File: config.mk
export PLATFORM = sky130hd
export DESIGN_NAME = datapath_flat
export DESIGN_NICKNAME = d
export VERILOG_FILES = /design/src/rtl/datapath_if.sv /design/src/rtl/datapath.sv /design/src/flat_wrapper.sv
export SDC_FILE = /design/constraint.sdc
export NUM_CORES = 1
export LEC_CHECK = 0
export BUFFER_PORTS_ARGS = -buffer_cell sky130_fd_sc_hd__buf_2
export CAP_MARGIN = 15
export CORE_MARGIN = 2
export CORE_UTILIZATION = 35
export CTS_BUF_LIST = sky130_fd_sc_hd__clkbuf_4 sky130_fd_sc_hd__clkbuf_8 sky130_fd_sc_hd__clkbuf_16
export CTS_CLUSTER_SIZE = 40
export DETAILED_ROUTE_END_ITERATION = 7
export PLACE_DENSITY = 0.67
export SYNTH_ARGS = -nofsm -noshare
export SYNTH_HDL_FRONTEND = slang
export SYNTH_SLANG_ARGS = --single-unit
File: constraint.sdc
create_clock -name clk -period 4.4 [get_ports clk]
set_input_delay 0.44 -clock clk [delete_from_list [all_inputs] [get_ports clk]]
set_output_delay 0.44 -clock clk [all_outputs]
set_load 0.05 [all_outputs]
File: src/rtl/datapath_if.sv
// Control/memory bus between the control decoder (master) and the execution datapath (slave).
interface datapath_if;
  localparam int unsigned DW  = 8;
  localparam int unsigned AW  = 8;
  localparam int unsigned ALW = 5;

  // Decoder controls and memory read data
  logic           rw;
  logic [ALW-1:0] alu;
  logic           muxa;
  logic           muxb;
  logic           muxc;
  logic           en_ir;
  logic           en_da;
  logic           en_pc;
  logic [DW-1:0]  mem_din;

  // Datapath returns: bus drive, IR, raw flags, ACC
  logic [AW-1:0]  mem_addr;
  logic [DW-1:0]  mem_dout;
  logic           mem_we;
  logic [DW-1:0]  ir;
  logic           carry;
  logic           zero;
  logic [DW-1:0]  acc;

  modport master (
    output rw, alu, muxa, muxb, muxc, en_ir, en_da, en_pc, mem_din,
    input  mem_addr, mem_dout, mem_we, ir, carry, zero, acc
  );

  modport slave (
    input  rw, alu, muxa, muxb, muxc, en_ir, en_da, en_pc, mem_din,
    output mem_addr, mem_dout, mem_we, ir, carry, zero, acc
  );
endinterface

File: src/rtl/datapath.sv
// Single-accumulator execution datapath: IR/ACC/PC, 8-bit ALU, operand and address muxes.
// Steered cycle by cycle by the decoder; flags are returned raw for the decoder to register.
module datapath (
  input  logic       clk,
  input  logic       clr,
  datapath_if.slave  bus
);
  localparam int unsigned DW = 8;
  localparam int unsigned AW = 8;
  localparam int unsigned OW = 4;

  typedef enum logic [1:0] {
    FN_ADD  = 2'b00,
    FN_AND  = 2'b01,
    FN_PASA = 2'b10,
    FN_PASB = 2'b11
  } alu_fn_e;

  localparam logic [OW-1:0] DATA_PAGE = 4'hE;
  localparam logic [OW-1:0] IO_PAGE   = 4'hF;

  logic [DW-1:0] ir_q;
  logic [DW-1:0] acc_q;
  logic [AW-1:0] pc_q;

  logic [DW-1:0] a_opnd;
  logic [DW-1:0] b_raw;
  logic [DW-1:0] b_eff;
  logic          cin;
  logic [DW:0]   sum;
  alu_fn_e       fn;
  logic [DW-1:0] res;
  logic          cout;
  logic [AW-1:0] addr;

  // Operand selection; the non-memory B form is the page-relative jump target
  always_comb begin
    a_opnd = bus.muxa ? pc_q : acc_q;
    b_raw  = (bus.muxb | bus.muxc) ? bus.mem_din : {pc_q[AW-1:OW], ir_q[OW-1:0]};
    b_eff  = b_raw;
    if (bus.alu[4]) b_eff = '0;
    if (bus.alu[3]) b_eff = ~b_eff;
    cin    = bus.alu[2];
  end

  // ALU: every one of the 32 codes yields a defined result
  always_comb begin
    res  = '0;
    cout = 1'b0;
    fn   = alu_fn_e'(bus.alu[1:0]);
    sum  = (DW+1)'(a_opnd) + (DW+1)'(b_eff) + (DW+1)'(cin);
    unique case (fn)
      FN_ADD: begin
        res  = sum[DW-1:0];
        cout = sum[DW];
      end
      FN_AND:  res = a_opnd & b_eff;
      FN_PASA: res = a_opnd;
      FN_PASB: res = b_eff;
      default: res = '0;
    endcase
  end

  // Bus address: IO page wins over data page, otherwise instruction fetch from PC
  always_comb begin
    addr = pc_q;
    if (bus.muxc)      addr = {IO_PAGE, ir_q[OW-1:0]};
    else if (bus.muxb) addr = {DATA_PAGE, ir_q[OW-1:0]};
  end

  // Independent register loads; reset discards any load in flight
  always_ff @(posedge clk or negedge clr) begin
    if (!clr) begin
      ir_q  <= '0;
      acc_q <= '0;
      pc_q  <= '0;
    end else begin
      if (bus.en_ir) ir_q  <= bus.mem_din;
      if (bus.en_da) acc_q <= res;
      if (bus.en_pc) pc_q  <= res;
    end
  end

  assign bus.mem_addr = addr;
  assign bus.mem_dout = res;
  assign bus.mem_we   = bus.rw;
  assign bus.ir       = ir_q;
  assign bus.carry    = cout;
  assign bus.zero     = (res == '0);
  assign bus.acc      = acc_q;

endmodule

File: src/flat_wrapper.sv
// flat-port wrapper written by rule: the top's interface ports become plain ports
module datapath_flat 
  (clk, clr, bus_rw, bus_alu, bus_muxa, bus_muxb, bus_muxc, bus_en_ir, bus_en_da, bus_en_pc, bus_mem_din, bus_mem_addr, bus_mem_dout, bus_mem_we, bus_ir, bus_carry, bus_zero, bus_acc);
  datapath_if bus_i ();
  input  logic clk;
  input  logic clr;
  input wire logic [$bits(bus_i.rw)-1:0] bus_rw;
  input wire logic [$bits(bus_i.alu)-1:0] bus_alu;
  input wire logic [$bits(bus_i.muxa)-1:0] bus_muxa;
  input wire logic [$bits(bus_i.muxb)-1:0] bus_muxb;
  input wire logic [$bits(bus_i.muxc)-1:0] bus_muxc;
  input wire logic [$bits(bus_i.en_ir)-1:0] bus_en_ir;
  input wire logic [$bits(bus_i.en_da)-1:0] bus_en_da;
  input wire logic [$bits(bus_i.en_pc)-1:0] bus_en_pc;
  input wire logic [$bits(bus_i.mem_din)-1:0] bus_mem_din;
  output wire logic [$bits(bus_i.mem_addr)-1:0] bus_mem_addr;
  output wire logic [$bits(bus_i.mem_dout)-1:0] bus_mem_dout;
  output wire logic [$bits(bus_i.mem_we)-1:0] bus_mem_we;
  output wire logic [$bits(bus_i.ir)-1:0] bus_ir;
  output wire logic [$bits(bus_i.carry)-1:0] bus_carry;
  output wire logic [$bits(bus_i.zero)-1:0] bus_zero;
  output wire logic [$bits(bus_i.acc)-1:0] bus_acc;
  assign bus_i.rw = bus_rw;
  assign bus_i.alu = bus_alu;
  assign bus_i.muxa = bus_muxa;
  assign bus_i.muxb = bus_muxb;
  assign bus_i.muxc = bus_muxc;
  assign bus_i.en_ir = bus_en_ir;
  assign bus_i.en_da = bus_en_da;
  assign bus_i.en_pc = bus_en_pc;
  assign bus_i.mem_din = bus_mem_din;
  assign bus_mem_addr = bus_i.mem_addr;
  assign bus_mem_dout = bus_i.mem_dout;
  assign bus_mem_we = bus_i.mem_we;
  assign bus_ir = bus_i.ir;
  assign bus_carry = bus_i.carry;
  assign bus_zero = bus_i.zero;
  assign bus_acc = bus_i.acc;
  datapath u_core (.clk(clk), .clr(clr), .bus(bus_i));
endmodule
== Word-level counts from Yosys, hierarchy flattened ==
Index checks and enable logic that the tools add are counted.
Operators by class
  reduce and logical (&&, ||, !) cells: 2
  mux-type cells: 8
  $add $sub $neg: 2
  bitwise gates (word level): 3
  equal/unequal tests: 3
Operators by type and width (number)
  2-to-1 mux 8 bit: 6
  one-hot mux 8 bit (4 select lines): 1
  adder 8 x 8 -> 9 bit: 1
  adder 9 x 1 -> 9 bit: 1
  bitwise AND 8 bit: 1
  logical NOT 8 bit: 1
  inverter 8 bit: 1
  == test 2 bit (second input constant): 2
  == test 2 x 1 -> 1 bit (second input constant): 1
  logical NOT 2 bit: 1
  2-to-1 mux 1 bit: 1
  OR 1 bit: 1
Word-level totals
  output and inout bits: 35
  flip-flop bits (word level): 24
  bits of input ports: 22

== Longest topological paths before layout ==
Gate-level depths: netlist of run 1.
  depth after elaboration: 9
  depth in mapped cells: 15
  depth with buffers taken out: 13

== Worst setup path before layout of run 1 ==
No wires, ideal clock.
  path type: in2out
  start: input bus_muxc
  end: output bus_zero
  path slack: -0.331 ns
  stages on the path: 14
  data required time: 3.960 ns
  path buffers: 1
  arrival time: 4.291 ns
  cell sequence: buf_4 > nor2_1 > nand2_1 > a21oi_1 > xor2_1 > fa_1 > ha_1 > a21o_1 > a21oi_1 > o211a_2 > mux2i_1 > a211oi_1 > or3_1 > nor4_2
Between the ends
  longest elaborated chain between the ends: 9
  elaborated cells between the ends (all ways): 10
Ends and longest elaborated chain
  from (decl): RTL line flat_wrapper.sv:11  | input wire logic [$bits(bus_i.muxc)-1:0] bus_muxc;
  OR 1 bit *: RTL line datapath.sv:39  | b_raw = (bus.muxb | bus.muxc) ? bus.mem_din : {pc_q[AW-1:OW], ir_q[OW-1:0]};
  2-to-1 mux 8 bit *: RTL line datapath.sv:39
  2-to-1 mux 8 bit *: RTL line datapath.sv:41  | if (bus.alu[4]) b_eff = '0;
  inverter 8 bit: RTL line datapath.sv:42  | if (bus.alu[3]) b_eff = ~b_eff;
  2-to-1 mux 8 bit *: RTL line datapath.sv:42
  adder 8 x 8 -> 9 bit: RTL line datapath.sv:51  | sum = (DW+1)'(a_opnd) + (DW+1)'(b_eff) + (DW+1)'(cin);
  adder 9 x 1 -> 9 bit: RTL line datapath.sv:51
  one-hot mux 8 bit (4 select lines) *: RTL line datapath.sv:52  | unique case (fn)
  net bus_mem_dout[6]: RTL line flat_wrapper.sv:17  | output wire logic [$bits(bus_i.mem_dout)-1:0] bus_mem_dout;
  logical NOT 8 bit *: RTL line datapath.sv:89  | assign bus.zero = (res == '0);
  to (decl): RTL line flat_wrapper.sv:21  | output wire logic [$bits(bus_i.zero)-1:0] bus_zero;
The timed path passes the listed nets; every way through them passes the cells marked *.

== Worst setup path in the final report of run 1 ==
  start: register u_core.ir_q[2] (netlist: u_core.bus.ir[2])
  end: output bus_zero
Between the ends
  longest elaborated chain between the ends: 8
  elaborated cells between the ends (all ways): 9
Ends and longest elaborated chain
  from (decl): RTL line datapath.sv:22  | logic [DW-1:0] ir_q;
  from (signal assigned): RTL line datapath.sv:78  | if (bus.en_ir) ir_q <= bus.mem_din;
  2-to-1 mux 8 bit *: RTL line datapath.sv:39
  2-to-1 mux 8 bit *: RTL line datapath.sv:41
  inverter 8 bit: RTL line datapath.sv:42
  2-to-1 mux 8 bit *: RTL line datapath.sv:42
  adder 8 x 8 -> 9 bit: RTL line datapath.sv:51
  adder 9 x 1 -> 9 bit: RTL line datapath.sv:51
  one-hot mux 8 bit (4 select lines) *: RTL line datapath.sv:52
  logical NOT 8 bit *: RTL line datapath.sv:89
Mark *: on every way between the ends. The rest lies on a longest branch, timed or not.

==> metrics.csv, run 1 <==
stage;metric;value;unit
sta;fmax;242;MHz
grt;grt_overflow;0;
synthesis;synthCells;209;
layout;antenna_cells;0;
hold_path;hold_path.class;in -> async;
sta;finalSetupTns;0;ns
drt;routed_wl;5550;um
worst_setup_path;endpoint_kind;output port;
synthesis;synth_area_per_cell;9.92;um^2
sta;period_minus_slack;4.13;ns
synthesis;yosys_warnings;0;
synthesis;netlist.top_cell.by_area;dfrtp_1;
grt;grt_pass1_wl;8690;um
worst_setup_path;worstSetupPathType;reg -> out;
cts;root_buffer;clkbuf_8;
synthesis;syn_nets;240;
cts;clk_latency;0.27;ns
sta;final-max-slew-violation-count;0;
place;gp_congestion;0.864;
drt;first_pass_iters;4;
synthesis;ys_async_sr_fraction;1.00;
floorplanning;pin_count;57;
floorplanning;start_util;0.356;
floorplanning;die_y;81.0;um
worst_setup_path;cp-start-kind;flop;
sta;setup_viol;0;
sta;hold_ws;0.158;ns
worst_setup_path;critPathRequiredTime;3.96;ns
grt;grt_max_degree;25;
synthesis;yosysUniqueCellTypes;50;
sta;rsz0062_at_grt;false;
cts;postCtsHoldBufs;0;
place;dpl.hpwl;4250;um
worst_setup_path;crit_fanout;9;
flow_run;cap_violations;0;
layout;layout.cells.non_filler;330;
power;p_per_area;618;nW/um^2
power;leakage;1.07;nW
synthesis;synth_top_area_share;0.290;
synthesis;syn_area;2070;um^2
worst_setup_path;path_cells;or3b_2 -> a21oi_1 -> xor2_1 -> ha_1 -> nand3b_1 -> a2111o_1 -> o211a_2 -> mux2i_1 -> a211oi_2 -> or3_1 -> nor4_4 -> clkbuf_4;
power;vdd_drop_max;0.000401;V
layout;nNetsFinal;288;
sta;final_hold_viol_count;0;
drt;routed_via_density;5.40;
synthesis;synth_edf_count;0;
grt;antenna_found_initial;0;
place;post-place-cells;327;
layout;area_growth;16.8;%
synthesis;synth_area_leaders;dfrtp_1, mux2_2, ha_1;
cts;cts.path.max_buffers;2;
cts;cts_num_sinks;24;
worst_setup_path;cp.arrival;3.69;ns
worst_setup_path;slowest_stage;or3b_2;
floorplanning;num_rows;28;
cts;h-tree-depth;1;
layout;multiInputGateArea;1350;um^2
layout;final_core_util;0.416;
layout;drive_above_1_share;0.424;
drt;dr_total_vias;1782;
synthesis;ys_seq_area_frac;0.290;
status;status;finished clean;
drt;dr.first_iter.drc_count;102;
floorplanning;core_area;5820;um^2
grt;grt_pass1_vias;1758;
sta;finalClockSkew;0.00356;ns
synthesis;ys_ff_latch;24;
drt;wl_per_cell;16.8;um
cts;numCtsBuffers;3;
drt;antenna_left;0;
floorplanning;die_x;81.0;um
place;portBuffers;54;
synthesis;synth_ff_type;dfrtp_1;
worst_setup_path;cp_top_family;simple AND/OR/NAND/NOR gates;
grt;grt_use_total;0.172;
worst_setup_path;critPathBufInv;1;
sta;slew_headroom;0.615;
sta;tightestPinTransition;0.578;ns
floorplanning;dieArea;6560;um^2
cts;clk_pin_slew;0.09;ns
layout;nFillCells;605;
sta;period_share;0.939;
worst_setup_path;max_stage_delay;0.45;ns
layout;register_area;601;um^2
cts;cts_tree;yes;
drt;route.detailed.drc;0;
logic make-up after synthesis:
family	Yosys count	share of synthesized area
xor+xnor	12	0.0507
mux	41	0.238
buf+inv	23	0.0640
simple gates	39	0.109
flops	24	0.290
fa+ha+maj	9	0.0579
compound gates	61	0.191
registers in the layout, summed over array words and instances, names as in the netlist:
| name | flops |
|---|---|
| u_core.bus.acc | 8 |
| u_core.pc_q | 8 |
| u_core.bus.ir | 8 |
cell usage in the layout, fill, tap and decap left out, types with 2 or more instances in the layout:
master / netlist / final
inv_1: 8 / 8
nor2_1: 14 / 14
buf_2: 2 / 52
xnor2_1: 6 / 6
a221oi_1: 2 / 2
or3b_1: 3 / 3
a21o_1: 5 / 5
or3b_2: 2 / 2
buf_4: 3 / 3
ha_1: 8 / 8
o21ai_1: 7 / 7
nand2_1: 6 / 6
a211oi_1: 4 / 3
nand2b_1: 2 / 2
clkbuf_4: 0 / 2
a211oi_2: 1 / 2
mux2i_1: 4 / 4
or3_1: 4 / 4
xor2_1: 6 / 6
o22ai_1: 2 / 2
mux2_2: 34 / 34
a21oi_1: 17 / 17
o21ai_0: 12 / 12
clkbuf_8: 1 / 3
dfrtp_1: 24 / 24
mux4_2: 2 / 2
worst paths after layout:
path                                  start           endpoint  slack, ns  cells after the start
hold / removal                          clr     u_core.pc_q[7]       0.16                      1
hold reg to reg            u_core.bus.ir[5]   u_core.bus.ir[5]       0.51                      1
setup / recovery           u_core.bus.ir[2]           bus_zero       0.27                     12
min in group clk             bus_mem_din[3]   u_core.bus.ir[3]       0.41                      2
max in group asynchronous               clr     u_core.pc_q[4]       3.86                      1
setup reg to reg           u_core.bus.ir[2]  u_core.bus.acc[4]       1.19                     11
timing repair:
action / 4_1_cts / 5_1_grt
gates resized for setup: 0 / 2
setup buffers: 0 / 0
setup endpoints to repair: 0 / 1
cell usage after synthesis (2+ instances only):
cell type,n
inv_1,8
o21ai_0,12
mux4_2,2
xor2_1,6
buf_1,2
a221oi_1,2
a21o_1,5
nand2_1,6
ha_1,8
a21oi_1,17
xnor2_1,6
or3_1,4
or3b_1,3
mux2_2,34
mux2i_1,4
buf_4,3
o22ai_1,2
a211oi_1,4
dfrtp_1,24
buf_6,3
o21ai_1,7
clkbuf_1,3
or3b_2,2
buf_2,2
nor2_1,14
nand2b_1,2
stage by stage:
step	setup slack, ns	instance area [um^2]	power (W)
floorplan	0.0520	2090	0.00114
detailed placement	0.247	2370	0.00136
finish	0.268	2420	0.00150
global placement	0.268	2370	0.00134
CTS	0.234	2420	0.00150
global route	0.0121	2420	0.00159
per-layer routing:
metal | global-route usage | part of all wire | routed length (um) | vias to the layer above
met4 | 0.0322 | 0.013 | 73 | 0
li1 | - | - | - | 865
met3 | 0.0300 | 0.045 | 249 | 8
met2 | 0.288 | 0.49 | 2720 | 56
met5 | 0 | 0 | 0 | -
met1 | 0.235 | 0.45 | 2500 | 853
worst reg2reg max path, cell delays in order (launching register included):
cell	delay, ns
dfrtp_1	0.40
or3b_2	0.45
a21oi_1	0.16
xor2_1	0.11
ha_1	0.45
nand3b_1	0.12
a2111o_1	0.41
o211a_2	0.18
xor2_1	0.14
mux4_2	0.49
inv_2	0.10
mux2_2	0.15
final cells by class:
class                      instances  area share
sequential                        24       0.248
timing repair buffer              57       0.123
multi-input combinational        162       0.559
tap                               75      0.0388
inverter                           9      0.0140
clock buffer                       3      0.0171
power breakdown:
part,internal (W),switching [W]
logic,0.000346,0.000660
clock network,0.0000614,0.0000757
registers,0.000290,0.0000642
Note: power is estimated with default switching activity, not from simulation.
==> inputs of run 2 (changes only) <==
==> constraint.sdc (replaced) <==
create_clock -name clk -period 4.4 [get_ports clk]
set_input_delay 0 -clock clk [delete_from_list [all_inputs] [get_ports clk]]
set_output_delay 0 -clock clk [all_outputs]
set_load 0.05 [all_outputs]
==> metrics.csv, run 2 (synthesis gave the netlist of run 1 again) <==
stage;metric;value;unit;change
status;status;finished clean;;
power;vdd_drop_max;0.000495;V;+23%
grt;grt_use_total;0.170;;-0.00226
drt;wl_per_cell;16.1;um;-4.5%
floorplanning;start_util;0.356;;unchanged
drt;route.detailed.drc;0;;unchanged
drt;dr_total_vias;1826;;+2.5%
layout;antenna_cells;0;;unchanged
place;gp_congestion;0.856;;-0.93%
sta;period_share;0.848;;-0.0907
sta;period_minus_slack;3.73;ns;-0.399 ns
layout;area_growth;19.0;%;
worst_setup_path;cp.arrival;3.73;ns;+0.04 ns
floorplanning;pin_count;57;;unchanged
cts;h-tree-depth;1;;unchanged
sta;slew_headroom;0.625;;+0.0105
grt;antenna_found_initial;0;;unchanged
grt;grt_max_degree;25;;unchanged
power;p_per_area;598;nW/um^2;-3.3%
drt;routed_via_density;5.43;;+0.64%
layout;nFillCells;610;;+0.83%
power;leakage;1.09;nW;+1.9%
floorplanning;die_y;81.0;um;unchanged
worst_setup_path;endpoint_kind;output port;;
sta;tightestPinTransition;0.562;ns;-0.0157 ns
layout;layout_commonest_cell;buf_2;;
sta;rsz0062_at_grt;false;;
sta;fmax;268;MHz;+11%
sta;finalClockSkew;0.00235;ns;-0.00121 ns
floorplanning;num_rows;28;;unchanged
hold_path;worstHoldEndpoint;bus_mem_we;;
sta;finalSetupTns;0;ns;unchanged
hold_path;hold_path.class;in -> out;;
drt;antenna_left;0;;unchanged
cts;numCtsBuffers;3;;unchanged
place;portBuffers;54;;unchanged
layout;register_area;601;um^2;unchanged
sta;final_hold_viol_count;0;;unchanged
floorplanning;dieArea;6560;um^2;unchanged
worst_setup_path;timing.rr.end;u_core.bus.acc[4];;
worst_setup_path;worstSetupPathType;reg -> out;;
flow_run;cap_violations;0;;unchanged
cts;cts_setup_buffers;0;;unchanged
cts;root_buffer;clkbuf_8;;
layout;multiInputGateArea;1340;um^2;-1.0%
floorplanning;core_area;5820;um^2;unchanged
place;post-place-cells;325;;-0.61%
worst_setup_path;critPathRequiredTime;4.40;ns;+0.44 ns
hold_path;holdPathStages;0;;
sta;fin_ws;0.667;ns;+0.399 ns
worst_setup_path;reg2reg_depth;11;;unchanged
cts;cts_num_sinks;24;;unchanged
floorplanning;die_x;81.0;um;unchanged
place;pre_cts_slack;1.00;ns;+0.753 ns
layout;nNetsFinal;294;;+2.1%
layout;drive_above_1_share;0.402;;-0.0212
worst_setup_path;slowest_stage;or3b_2;;
cts;clk_latency;0.27;ns;about the same
worst_setup_path;rrSetupSlack;1.24;ns;+0.05 ns
worst_setup_path;reg2reg_from;u_core.bus.ir[2];;
cts;cts.repair.resized;0;;unchanged
sta;final-max-slew-violation-count;0;;unchanged
grt;grt_overflow;0;;unchanged
hold_path;min-delay-start;bus_rw;;
grt;grt_pass1_wl;8600;um;-0.96%
layout;layout.cells.non_filler;336;;+1.8%
place;dpl.hpwl;4100;um;-3.5%
cts;clk_pin_slew;0.08;ns;about the same
drt;first_pass_iters;4;;unchanged
cts;cts.path.max_buffers;2;;unchanged
cts;cts_tree;yes;;
sta;setup_viol;0;;unchanged
worst_setup_path;path_cells;or3b_2 -> a21oi_1 -> xor2_1 -> ha_1 -> nand3b_1 -> a2111o_1 -> o211a_2 -> mux2i_1 -> a211oi_1 -> or3_1 -> nor4_2 -> buf_2;;
drt;dr.first_iter.drc_count;139;;+36%
layout;most-common-layout-cells;buf_2, mux2_2, dfrtp_1, a21oi_1, nor2_1;;
worst_setup_path;cp-start-kind;flop;;
worst_setup_path;crit_fanout;9;;unchanged
drt;routed_wl;5400;um;-2.7%
worst_setup_path;cp_top_family;simple AND/OR/NAND/NOR gates;;
worst_setup_path;max_stage_delay;0.45;ns;about the same
grt;grt_pass1_vias;1752;;-0.34%
worst_setup_path;critPathBufInv;1;;unchanged
==> run 2: cell types whose count changed in the layout (fill, tap and decap cells not counted), sizes merged <==
cell         previous run  this run
dlygate4sd3             0         8
clkbuf                  5         3
==> run 2: metal layers <==
layer	share of wire	track usage	vias to the layer above
met5	0	0	-
met4	0.015	0.0424	0
met3	0.065	0.0344	8
met2	0.50	0.284	58
met1	0.42	0.225	884
li1	-	-	876
==> run 2: final cells by class <==
cell class	instances	area share
repair buffers	63	0.145
multi-input cells	162	0.543
clock buffers	3	0.0167
flip-flops and latches	24	0.243
well taps	75	0.0380
inverters	9	0.0137
==> run 2: worst max path at each step <==
stage | from | end | slack (ns) | cells after the start
2_1_floorplan | u_core.bus.ir[2] | u_core.bus.acc[6] | 0.25 | 11
3_3_place_gp | u_core.bus.ir[2] | bus_zero | 1.10 | 12
3_5_place_dp | u_core.bus.ir[2] | bus_zero | 1.0 | 12
4_1_cts | u_core.bus.ir[2] | bus_zero | 0.68 | 12
5_1_grt | u_core.bus.ir[2] | bus_zero | 0.53 | 12
6_report | u_core.bus.ir[2] | bus_zero | 0.67 | 12
==> run 2: what timing repair did <==
action / 4_1_cts / 5_1_grt
endpoints found under the setup margin: 0 / 0
hold buffers: 8 / 0
endpoints found under the hold margin: 31 / 0
==> run 2: worst reg2reg max path, cell delays in order (launching register included) <==
cell and delay (ns):
dfrtp_1 0.39, or3b_2 0.45, a21oi_1 0.20, xor2_1 0.12, ha_1 0.44, nand3b_1 0.12
a2111o_1 0.39, o211a_2 0.17, xor2_1 0.14, mux4_2 0.48, inv_2 0.08, mux2_2 0.14
==> run 2: metrics by stage <==
step	hold WS (ns)	power, W	cell area [um^2]	utilization
floorplan	-0.296	0.00113	2070	-
global placement	0.000370	0.00133	2350	0.403
detailed placement	0.000370	0.00134	2350	0.403
CTS	0.000370	0.00148	2470	0.424
global route	0.000287	0.00158	2470	0.424
finish	0.000416	0.00148	2470	0.424
==> run 2: power breakdown <==
group	total [W]	internal [W]	switching (W)
clock	0.000132	0.0000614	0.0000709
sequential	0.000353	0.000290	0.0000634
combinational	0.000990	0.000342	0.000648
total	0.00148	0.000693	0.000782
